File: src/rtl/axi_rt_pkg.sv
// axi_rt_pkg: byte-count width/type shared with the probes, plus the region index width helper
package axi_rt_pkg;
  localparam int unsigned NumBytesWidth = 12;
  typedef logic [NumBytesWidth-1:0] ax_bytes_t;
  function automatic int unsigned idx_width(input int unsigned n);
    return (n > 1) ? $clog2(n) : 1;
  endfunction
endpackage

File: src/rtl/axi_rt_budget_tracker_if.sv
// axi_rt_budget_tracker_if: AW/AR handshake events (happening, region, bytes); master = probes, slave = tracker
interface axi_rt_budget_tracker_if #(
  parameter int unsigned RegionWidth = 1,
  parameter int unsigned BytesWidth  = 12
);
  logic                   aw_happening;
  logic [RegionWidth-1:0] aw_region;
  logic [BytesWidth-1:0]  aw_bytes;
  logic                   ar_happening;
  logic [RegionWidth-1:0] ar_region;
  logic [BytesWidth-1:0]  ar_bytes;
  modport master (output aw_happening, aw_region, aw_bytes, ar_happening, ar_region, ar_bytes);
  modport slave  (input  aw_happening, aw_region, aw_bytes, ar_happening, ar_region, ar_bytes);
endinterface

File: src/rtl/axi_rt_budget_counter.sv
// axi_rt_budget_counter: one budget/period pair; in charge_i+bytes_i, budget_i, period_i, enable_i, abort_i; out budget_left_o, period_left_o
module axi_rt_budget_counter #(
  parameter int unsigned PeriodWidth = 32,
  parameter int unsigned BudgetWidth = 32,
  parameter int unsigned BytesWidth  = 12
) (
  input  logic                   clk_i,
  input  logic                   rst_i,
  input  logic                   enable_i,
  input  logic                   abort_i,
  input  logic                   charge_i,
  input  logic [BytesWidth-1:0]  bytes_i,
  input  logic [BudgetWidth-1:0] budget_i,
  input  logic [PeriodWidth-1:0] period_i,
  output logic [BudgetWidth-1:0] budget_left_o,
  output logic [PeriodWidth-1:0] period_left_o
);
  logic [BudgetWidth-1:0] budget_left_q, budget_left_d, base, charge;
  logic [PeriodWidth-1:0] period_left_q, period_left_d;
  logic                   reload;
  always_comb begin
    reload        = abort_i || period_left_q == '0;
    charge        = charge_i ? BudgetWidth'(bytes_i) : '0;
    base          = reload ? budget_i : budget_left_q;
    budget_left_d = !enable_i ? budget_i : (charge > base ? '0 : base - charge);
    period_left_d = (!enable_i || reload) ? period_i : period_left_q - PeriodWidth'(1);
  end
  always_ff @(posedge clk_i) begin
    if (rst_i) begin
      budget_left_q <= '0;
      period_left_q <= '0;
    end else begin
      budget_left_q <= budget_left_d;
      period_left_q <= period_left_d;
    end
  end
  assign budget_left_o = budget_left_q;
  assign period_left_o = period_left_q;
endmodule

File: src/rtl/axi_rt_budget_tracker.sv
// axi_rt_budget_tracker: per-region W/R budget tracking; in bus events, budgets, periods, enable_i, abort_i; out budget/period left, isolate bits
module axi_rt_budget_tracker
  import axi_rt_pkg::*;
#(
  parameter int unsigned NumAddrRegions = 2,
  parameter int unsigned PeriodWidth    = 32,
  parameter int unsigned BudgetWidth    = 32,
  parameter int unsigned BytesWidth     = NumBytesWidth,
  parameter int unsigned RegionWidth    = idx_width(NumAddrRegions)
) (
  input  logic                                     clk_i,
  input  logic                                     rst_i,
  input  logic                                     enable_i,
  input  logic                                     abort_i,
  axi_rt_budget_tracker_if.slave                   bus,
  input  logic [NumAddrRegions-1:0][BudgetWidth-1:0] w_budget_i,
  input  logic [NumAddrRegions-1:0][BudgetWidth-1:0] r_budget_i,
  input  logic [NumAddrRegions-1:0][PeriodWidth-1:0] w_period_i,
  input  logic [NumAddrRegions-1:0][PeriodWidth-1:0] r_period_i,
  output logic [NumAddrRegions-1:0][BudgetWidth-1:0] w_budget_left_o,
  output logic [NumAddrRegions-1:0][BudgetWidth-1:0] r_budget_left_o,
  output logic [NumAddrRegions-1:0][PeriodWidth-1:0] w_period_left_o,
  output logic [NumAddrRegions-1:0][PeriodWidth-1:0] r_period_left_o,
  output logic [NumAddrRegions-1:0]                  w_isolate_o,
  output logic [NumAddrRegions-1:0]                  r_isolate_o,
  output logic                                       isolate_o
);
  for (genvar r = 0; r < NumAddrRegions; r++) begin : g_region
    axi_rt_budget_counter #(
      .PeriodWidth (PeriodWidth),
      .BudgetWidth (BudgetWidth),
      .BytesWidth  (BytesWidth)
    ) u_w (
      .clk_i         (clk_i),
      .rst_i         (rst_i),
      .enable_i      (enable_i),
      .abort_i       (abort_i),
      .charge_i      (bus.aw_happening && bus.aw_region == RegionWidth'(r)),
      .bytes_i       (bus.aw_bytes),
      .budget_i      (w_budget_i[r]),
      .period_i      (w_period_i[r]),
      .budget_left_o (w_budget_left_o[r]),
      .period_left_o (w_period_left_o[r])
    );
    axi_rt_budget_counter #(
      .PeriodWidth (PeriodWidth),
      .BudgetWidth (BudgetWidth),
      .BytesWidth  (BytesWidth)
    ) u_r (
      .clk_i         (clk_i),
      .rst_i         (rst_i),
      .enable_i      (enable_i),
      .abort_i       (abort_i),
      .charge_i      (bus.ar_happening && bus.ar_region == RegionWidth'(r)),
      .bytes_i       (bus.ar_bytes),
      .budget_i      (r_budget_i[r]),
      .period_i      (r_period_i[r]),
      .budget_left_o (r_budget_left_o[r]),
      .period_left_o (r_period_left_o[r])
    );
    assign w_isolate_o[r] = enable_i && w_budget_left_o[r] == '0;
    assign r_isolate_o[r] = enable_i && r_budget_left_o[r] == '0;
  end
  assign isolate_o = |{w_isolate_o, r_isolate_o};
endmodule
File: src/flat_wrapper.sv
// flat-port wrapper written by rule: the top's interface ports become plain ports
module axi_rt_budget_tracker_flat import axi_rt_pkg::*;
#(
  parameter int unsigned NumAddrRegions = 2,
  parameter int unsigned PeriodWidth    = 32,
  parameter int unsigned BudgetWidth    = 32,
  parameter int unsigned BytesWidth     = NumBytesWidth,
  parameter int unsigned RegionWidth    = idx_width(NumAddrRegions)
)
  (clk_i, rst_i, enable_i, abort_i, w_budget_i, r_budget_i, w_period_i, r_period_i, w_budget_left_o, r_budget_left_o, w_period_left_o, r_period_left_o, w_isolate_o, r_isolate_o, isolate_o, bus_aw_happening, bus_aw_region, bus_aw_bytes, bus_ar_happening, bus_ar_region, bus_ar_bytes);
  axi_rt_budget_tracker_if #(.RegionWidth(RegionWidth), .BytesWidth(BytesWidth)) bus_i ();
  input  logic clk_i;
  input  logic rst_i;
  input  logic enable_i;
  input  logic abort_i;
  input  logic [NumAddrRegions-1:0][BudgetWidth-1:0] w_budget_i;
  input  logic [NumAddrRegions-1:0][BudgetWidth-1:0] r_budget_i;
  input  logic [NumAddrRegions-1:0][PeriodWidth-1:0] w_period_i;
  input  logic [NumAddrRegions-1:0][PeriodWidth-1:0] r_period_i;
  output logic [NumAddrRegions-1:0][BudgetWidth-1:0] w_budget_left_o;
  output logic [NumAddrRegions-1:0][BudgetWidth-1:0] r_budget_left_o;
  output logic [NumAddrRegions-1:0][PeriodWidth-1:0] w_period_left_o;
  output logic [NumAddrRegions-1:0][PeriodWidth-1:0] r_period_left_o;
  output logic [NumAddrRegions-1:0] w_isolate_o;
  output logic [NumAddrRegions-1:0] r_isolate_o;
  output logic isolate_o;
  input wire logic [$bits(bus_i.aw_happening)-1:0] bus_aw_happening;
  input wire logic [$bits(bus_i.aw_region)-1:0] bus_aw_region;
  input wire logic [$bits(bus_i.aw_bytes)-1:0] bus_aw_bytes;
  input wire logic [$bits(bus_i.ar_happening)-1:0] bus_ar_happening;
  input wire logic [$bits(bus_i.ar_region)-1:0] bus_ar_region;
  input wire logic [$bits(bus_i.ar_bytes)-1:0] bus_ar_bytes;
  assign bus_i.aw_happening = bus_aw_happening;
  assign bus_i.aw_region = bus_aw_region;
  assign bus_i.aw_bytes = bus_aw_bytes;
  assign bus_i.ar_happening = bus_ar_happening;
  assign bus_i.ar_region = bus_ar_region;
  assign bus_i.ar_bytes = bus_ar_bytes;
  axi_rt_budget_tracker #(.NumAddrRegions(NumAddrRegions), .PeriodWidth(PeriodWidth), .BudgetWidth(BudgetWidth), .BytesWidth(BytesWidth), .RegionWidth(RegionWidth)) u_core (.clk_i(clk_i), .rst_i(rst_i), .enable_i(enable_i), .abort_i(abort_i), .bus(bus_i), .w_budget_i(w_budget_i), .r_budget_i(r_budget_i), .w_period_i(w_period_i), .r_period_i(r_period_i), .w_budget_left_o(w_budget_left_o), .r_budget_left_o(r_budget_left_o), .w_period_left_o(w_period_left_o), .r_period_left_o(r_period_left_o), .w_isolate_o(w_isolate_o), .r_isolate_o(r_isolate_o), .isolate_o(isolate_o));
endmodule
File: config.mk
export PLATFORM = sky130hd
export DESIGN_NAME = axi_rt_budget_tracker_flat
export DESIGN_NICKNAME = d
export VERILOG_FILES = /design/src/rtl/axi_rt_pkg.sv /design/src/rtl/axi_rt_budget_tracker_if.sv /design/src/rtl/axi_rt_budget_counter.sv /design/src/rtl/axi_rt_budget_tracker.sv /design/src/flat_wrapper.sv
export SDC_FILE = /design/constraint.sdc
export NUM_CORES = 1
export LEC_CHECK = 0
export CAP_MARGIN = 20
export CORE_AREA = 2 2 212 214
export CTS_BUF_LIST = sky130_fd_sc_hd__clkbuf_16
export DETAILED_ROUTE_END_ITERATION = 12
export DIE_AREA = 0 0 214 216
export DONT_BUFFER_PORTS = 1
export PLACE_DENSITY = 0.54
export REMOVE_ABC_BUFFERS = 1
export SYNTH_ARGS = -nofsm -noshare
export SYNTH_HDL_FRONTEND = slang
export SYNTH_SLANG_ARGS = --single-unit
export TNS_END_PERCENT = 30
File: constraint.sdc
create_clock -name clk_i -period 6.4 [get_ports clk_i]
set_clock_uncertainty 0.1 [all_clocks]
set_input_delay 0.96 -clock clk_i [delete_from_list [all_inputs] [get_ports clk_i]]
set_output_delay 0.96 -clock clk_i [all_outputs]
set_load 0.005 [all_outputs]
# After elaboration in Yosys (flattened, before gate mapping)
# Index checks and enable logic that the tools add are counted.
# W data, S select, Z words.
# totals
ff_bits	256
in_bits	288
# classes
add_sub_neg	8
order_cmp	4
mux	20
n_bitwise	2
n_reduce_logical	26
# ops
cell	n
$mux W32	16
$logic_not A32 Y1	8
$gt A12 B32 Y1	4
$sub A32 B1 Y32 const B	4
$sub A32 B12 Y32	4
$mux W12	4
$logic_and A1 B1 Y1	8
$logic_or A1 B1 Y1	8
$reduce_or A4 Y1	1
$not A1 Y1	2
$logic_not A1 Y1	1

# Longest topological paths before layout
# logic_depth
ltp_word	6
depth_mapped	22
depth_no_buf	17

# By module
# Synthesis repeated with hierarchy kept, for this count alone.
# hier_totals
cells_unflattened	2475
hier_area_um2	18785.5
# by_module_without_submodules
module	instances	cells_each	area_per_inst_um2	seq_area_each_um2
axi_rt_budget_counter at u_core.g_region[1].u_w	1	636	4773.3	1281.2
axi_rt_budget_counter at u_core.g_region[0].u_r	1	607	4674.5	1281.2
axi_rt_budget_counter at u_core.g_region[1].u_r	1	586	4500.6	1281.2
axi_rt_budget_counter at u_core.g_region[0].u_w	1	593	4465.5	1281.2
axi_rt_budget_tracker	1	53	371.6	0.0

# Worst setup path before layout
# Ideal clock, no wire load.
# synth_path
kind	register to register
startpoint	reg u_core.g_region[0].u_w.period_left_q[24]
endpoint	reg u_core.g_region[0].u_w.budget_left_q[29]
t_arrival_ns	5.166
t_required_ns	6.186
slack_ns	1.020
path_stages_with_launch	22
n_path_buf	6
synth_period_minus_slack_ns	5.380
cell_sequence	dfxtp_1 -> or4_1 -> buf_2 -> or2_1 -> buf_6 -> o31ai_4 -> buf_6 -> buf_2 -> buf_2 -> mux2i_1 -> ha_1 -> inv_1 -> fa_1 -> a21o_1 -> a221oi_1 -> nand2_1 -> a41o_1 -> buf_2 -> o31a_1 -> a31oi_1 -> mux2i_1 -> a21o_1
# synth_via
elab_chain_cells	6
# synth_lines
element	line	rtl
start, declared	axi_rt_budget_counter.sv:19	logic [PeriodWidth-1:0] period_left_q, period_left_d;
start signal, assigned	axi_rt_budget_counter.sv:34	period_left_q <= period_left_d;
$logic_not A32 Y1 (*)	axi_rt_budget_counter.sv:22	reload = abort_i || period_left_q == '0;
$logic_or A1 B1 Y1 (*)	axi_rt_budget_counter.sv:22	
$mux W32 (*)	axi_rt_budget_counter.sv:24	base = reload ? budget_i : budget_left_q;
$sub A32 B12 Y32 / $gt A12 B32 Y1 (equally long branches)	axi_rt_budget_counter.sv:25	budget_left_d = !enable_i ? budget_i : (charge > base ? '0 : base - charge);
$mux W32 (*) (2 in series)	axi_rt_budget_counter.sv:25	
end signal, assigned	axi_rt_budget_counter.sv:33	budget_left_q <= budget_left_d;
end, declared	axi_rt_budget_counter.sv:18	logic [BudgetWidth-1:0] budget_left_q, budget_left_d, base, charge;
# Every way passes the cells marked *; elsewhere a longest branch is shown, timed or not.
# A chain may end at the register's enable or synchronous reset.

# Worst setup path after layout
# layout_path
startpoint	reg u_core.g_region[1].u_r.period_left_q[16]
endpoint	reg u_core.g_region[1].u_r.budget_left_q[15]
# layout_via
elab_chain_cells	6
# layout_lines
element	line
start, declared	axi_rt_budget_counter.sv:19
start signal, assigned	axi_rt_budget_counter.sv:34
$logic_not A32 Y1 (*)	axi_rt_budget_counter.sv:22
$logic_or A1 B1 Y1 (*)	axi_rt_budget_counter.sv:22
$mux W32 (*)	axi_rt_budget_counter.sv:24
$sub A32 B12 Y32 / $gt A12 B32 Y1 (equally long branches)	axi_rt_budget_counter.sv:25
$mux W32 (*) (2 in series)	axi_rt_budget_counter.sv:25
end signal, assigned	axi_rt_budget_counter.sv:33
end, declared	axi_rt_budget_counter.sv:18
# Marks and branches as above.

==> qor.yml <==
tightestPinTransition_ns: 1.05
drt_iter0_drc: 1457
post-place-ws_ns: 0.898
tns_ns: 0
mostFrequentLayoutCells: "nand2_1, nor2_1, dfxtp_1"
syn-cell-area_um2: 18800
fin_util: 0.464
htreeDepth: 2
postCtsSetupRepairBufs: 0
slew_viol_final: 0
critPathCaptureType: "flip-flop"
worst_slack_ns: 0.852
clock_latency_ns: 0.55
period_minus_slack_ns: 5.55
p_leak_nw: 7.40
cts_resized: 0
grt_pass1_vias: 18700
dp.cells: 3007
power.total_mw: 5.13
nNetsFinal: 2803
root_buffer: "clkbuf_16"
drv_cap: 0
ys_ff_latch: 256
drc: 0
vias: 19400
coreArea_um2: 43800
grt_util_all_layers: 0.305
hold_buffers: 0
vias_per_cell: 6.32
place_area_um2: 19300
start_util: 0.429
place.gp.congestion: 0.928
path_class: "flip-flop to flip-flop"
num_rows: 77
seq_area_um2: 5120
cts_tree: "done"
crit_path_max_fanout: 48
die_h_um: 216
wl_mm: 73.1
post-route-period-util: 0.867
status: "completed"
max_freq_mhz: 180
grt_pass1_wl_mm: 113
antenna_cells: 0
area_growth_pct: 8.30
seq_area_frac_synth: 0.273
final_common_cell: "nand2_1"
hold-worst-slack_ns: 0.380
final_area_um2: 20400
antenna_found_initial: 1
final_cells: 3066
multiInputGateArea_um2: 13000
yosysWarnings: 0
ant_nets: 0
rsz0062_at_grt: "no"
fillers: 4495
clk_pin_slew_ns: 0.06
hp-class: "input port to flip-flop"
clock-sinks: 256
grt.overflow.total: 0
start_kind: "flip-flop"
ys_types: 93
maxSlewHeadroom: 0.295
firstDrtPassIters: 5
async_flop_share: 0
cp.required_ns: 6.74
setup_violations: 0
die_x_um: 214
synth_edf_count: 0
clock_tree.buffer_depth: 3
worstPathCellList: "or4_1, or4_4, o31ai_4, buf_4, nand2_1, nand2_1, ha_1, a211oi_1, o21bai_1, a211oi_1, o21ai_0, buf_4, a21oi_2, a31oi_1, buf_4, a31o_2, a22o_1"
drive_gt1_frac: 0.0590
synth_ff_type: "dfxtp_1"
synth.avg_cell_area_um2: 7.45
powerDensity_nw_per_um2: 252
irDropWorstVdd_mv: 0.219
reg2reg_slack_ns: 0.85
crit_top_cell: "buf_4"
place.detailed.hpwl_mm: 54.2
numCtsBuffers: 34
pin_count: 549
finalHoldViolations: 0
io_buffers: 0
critPathArrivalTime_ns: 5.88
wl_per_cell_um: 23.8
grt_max_degree: 204
synth_cells: 2524
worst_path_largest_cell_delay_ns: 0.65
cpMaxStageDelayCell: "or4_1"
fp.dieArea_um2: 46200
[worst max-delay path, delay by kind of cell (launching register included)]
family,cells,cell delay [ns]
compound gates,9,2.28
simple gates,4,1.41
buf+inv,3,1.01
flops,1,0.35
fa+ha+maj,1,0.28
[synth_stat cells (11+ instances only)]
| cell | n | area, um2 |
|---|---|---|
| nand2_1 | 334 | 1250 |
| nor2_1 | 327 | 1230 |
| dfxtp_1 | 256 | 5120 |
| a211oi_1 | 119 | 893 |
| xnor2_1 | 118 | 1030 |
| nor3_1 | 113 | 566 |
| clkbuf_1 | 111 | 417 |
| a21oi_1 | 110 | 551 |
| o21ai_0 | 103 | 515 |
| nor4_1 | 74 | 463 |
| xor2_1 | 67 | 587 |
| nand3_1 | 66 | 330 |
| ha_1 | 60 | 751 |
| or3_1 | 55 | 344 |
| inv_1 | 42 | 158 |
| or4_1 | 41 | 308 |
| mux2i_1 | 33 | 330 |
| nand4_1 | 31 | 194 |
| a31oi_1 | 26 | 163 |
| o211ai_1 | 24 | 180 |
| a21o_1 | 23 | 173 |
| a22oi_1 | 23 | 173 |
| a32o_1 | 20 | 200 |
| nor2b_1 | 20 | 125 |
| or2_2 | 19 | 119 |
| a311oi_1 | 18 | 158 |
| o21a_1 | 18 | 135 |
| nand2b_1 | 17 | 106 |
| buf_2 | 16 | 80.1 |
| and2_1 | 13 | 81.3 |
| and3_1 | 13 | 81.3 |
| a211o_1 | 11 | 96.3 |
| o31ai_1 | 11 | 82.6 |
| o32ai_1 | 11 | 96.3 |
[power by group]
group | switching [mW] | internal (mW) | total (mW)
Clock | 0.794 | 1.11 | 1.91
Sequential | 0.236 | 1.73 | 1.97
Combinational | 0.732 | 0.520 | 1.25
[metal layers]
| layer | track usage | wire (um) | up-vias |
|---|---|---|---|
| met1 | 0.368 | 29400 | 9333 |
| met5 | 0 | 0 | - |
| met2 | 0.506 | 34100 | 774 |
| li1 | - | - | 9141 |
| met4 | 0.114 | 2460 | 0 |
| met3 | 0.0996 | 7060 | 134 |
[logic make-up (layout without fill, tap and decap cells)]
group	after synthesis	after routing	synth area share
compound gates	629	629	0.237
xor+xnor	185	185	0.0862
fa+ha+maj	64	64	0.0442
flops	256	256	0.273
simple gates	1163	1163	0.296
buf+inv	182	132	0.0392
mux	45	45	0.0252
[flip-flops by register name (all words and copies together), names as in the netlist]
name and count:
u_core.g_region.u_r.budget_left_o 64, u_core.g_region.u_r.period_left_o 64, u_core.g_region.u_w.budget_left_o 64, u_core.g_region.u_w.period_left_o 64
[final cells by class]
type | count | area share
sequential | 256 | 0.252
tap | 592 | 0.0364
timing repair buffer | 30 | 0.0119
clock inverter | 24 | 0.00971
inverter | 43 | 0.00799
clock buffer | 35 | 0.0430
multi-input combinational | 2086 | 0.639
[final timing paths]
path,from,endpoint,cells past startpoint
worst max-delay path,u_core.g_region[1].u_r.period_left_o[16]$_SDFF_PP0_,u_core.g_region[1].u_r.budget_left_o[15]$_SDFF_PP0_,17
worst min-delay path,rst_i,u_core.g_region[1].u_w.period_left_o[21]$_SDFF_PP0_,1
worst max register to register,u_core.g_region[1].u_r.period_left_o[16]$_SDFF_PP0_,u_core.g_region[1].u_r.budget_left_o[15]$_SDFF_PP0_,17
worst min register to register,u_core.g_region[1].u_w.period_left_o[7]$_SDFF_PP0_,u_core.g_region[1].u_w.period_left_o[7]$_SDFF_PP0_,2
No activity file was read; power rests on OpenSTA's default activity.
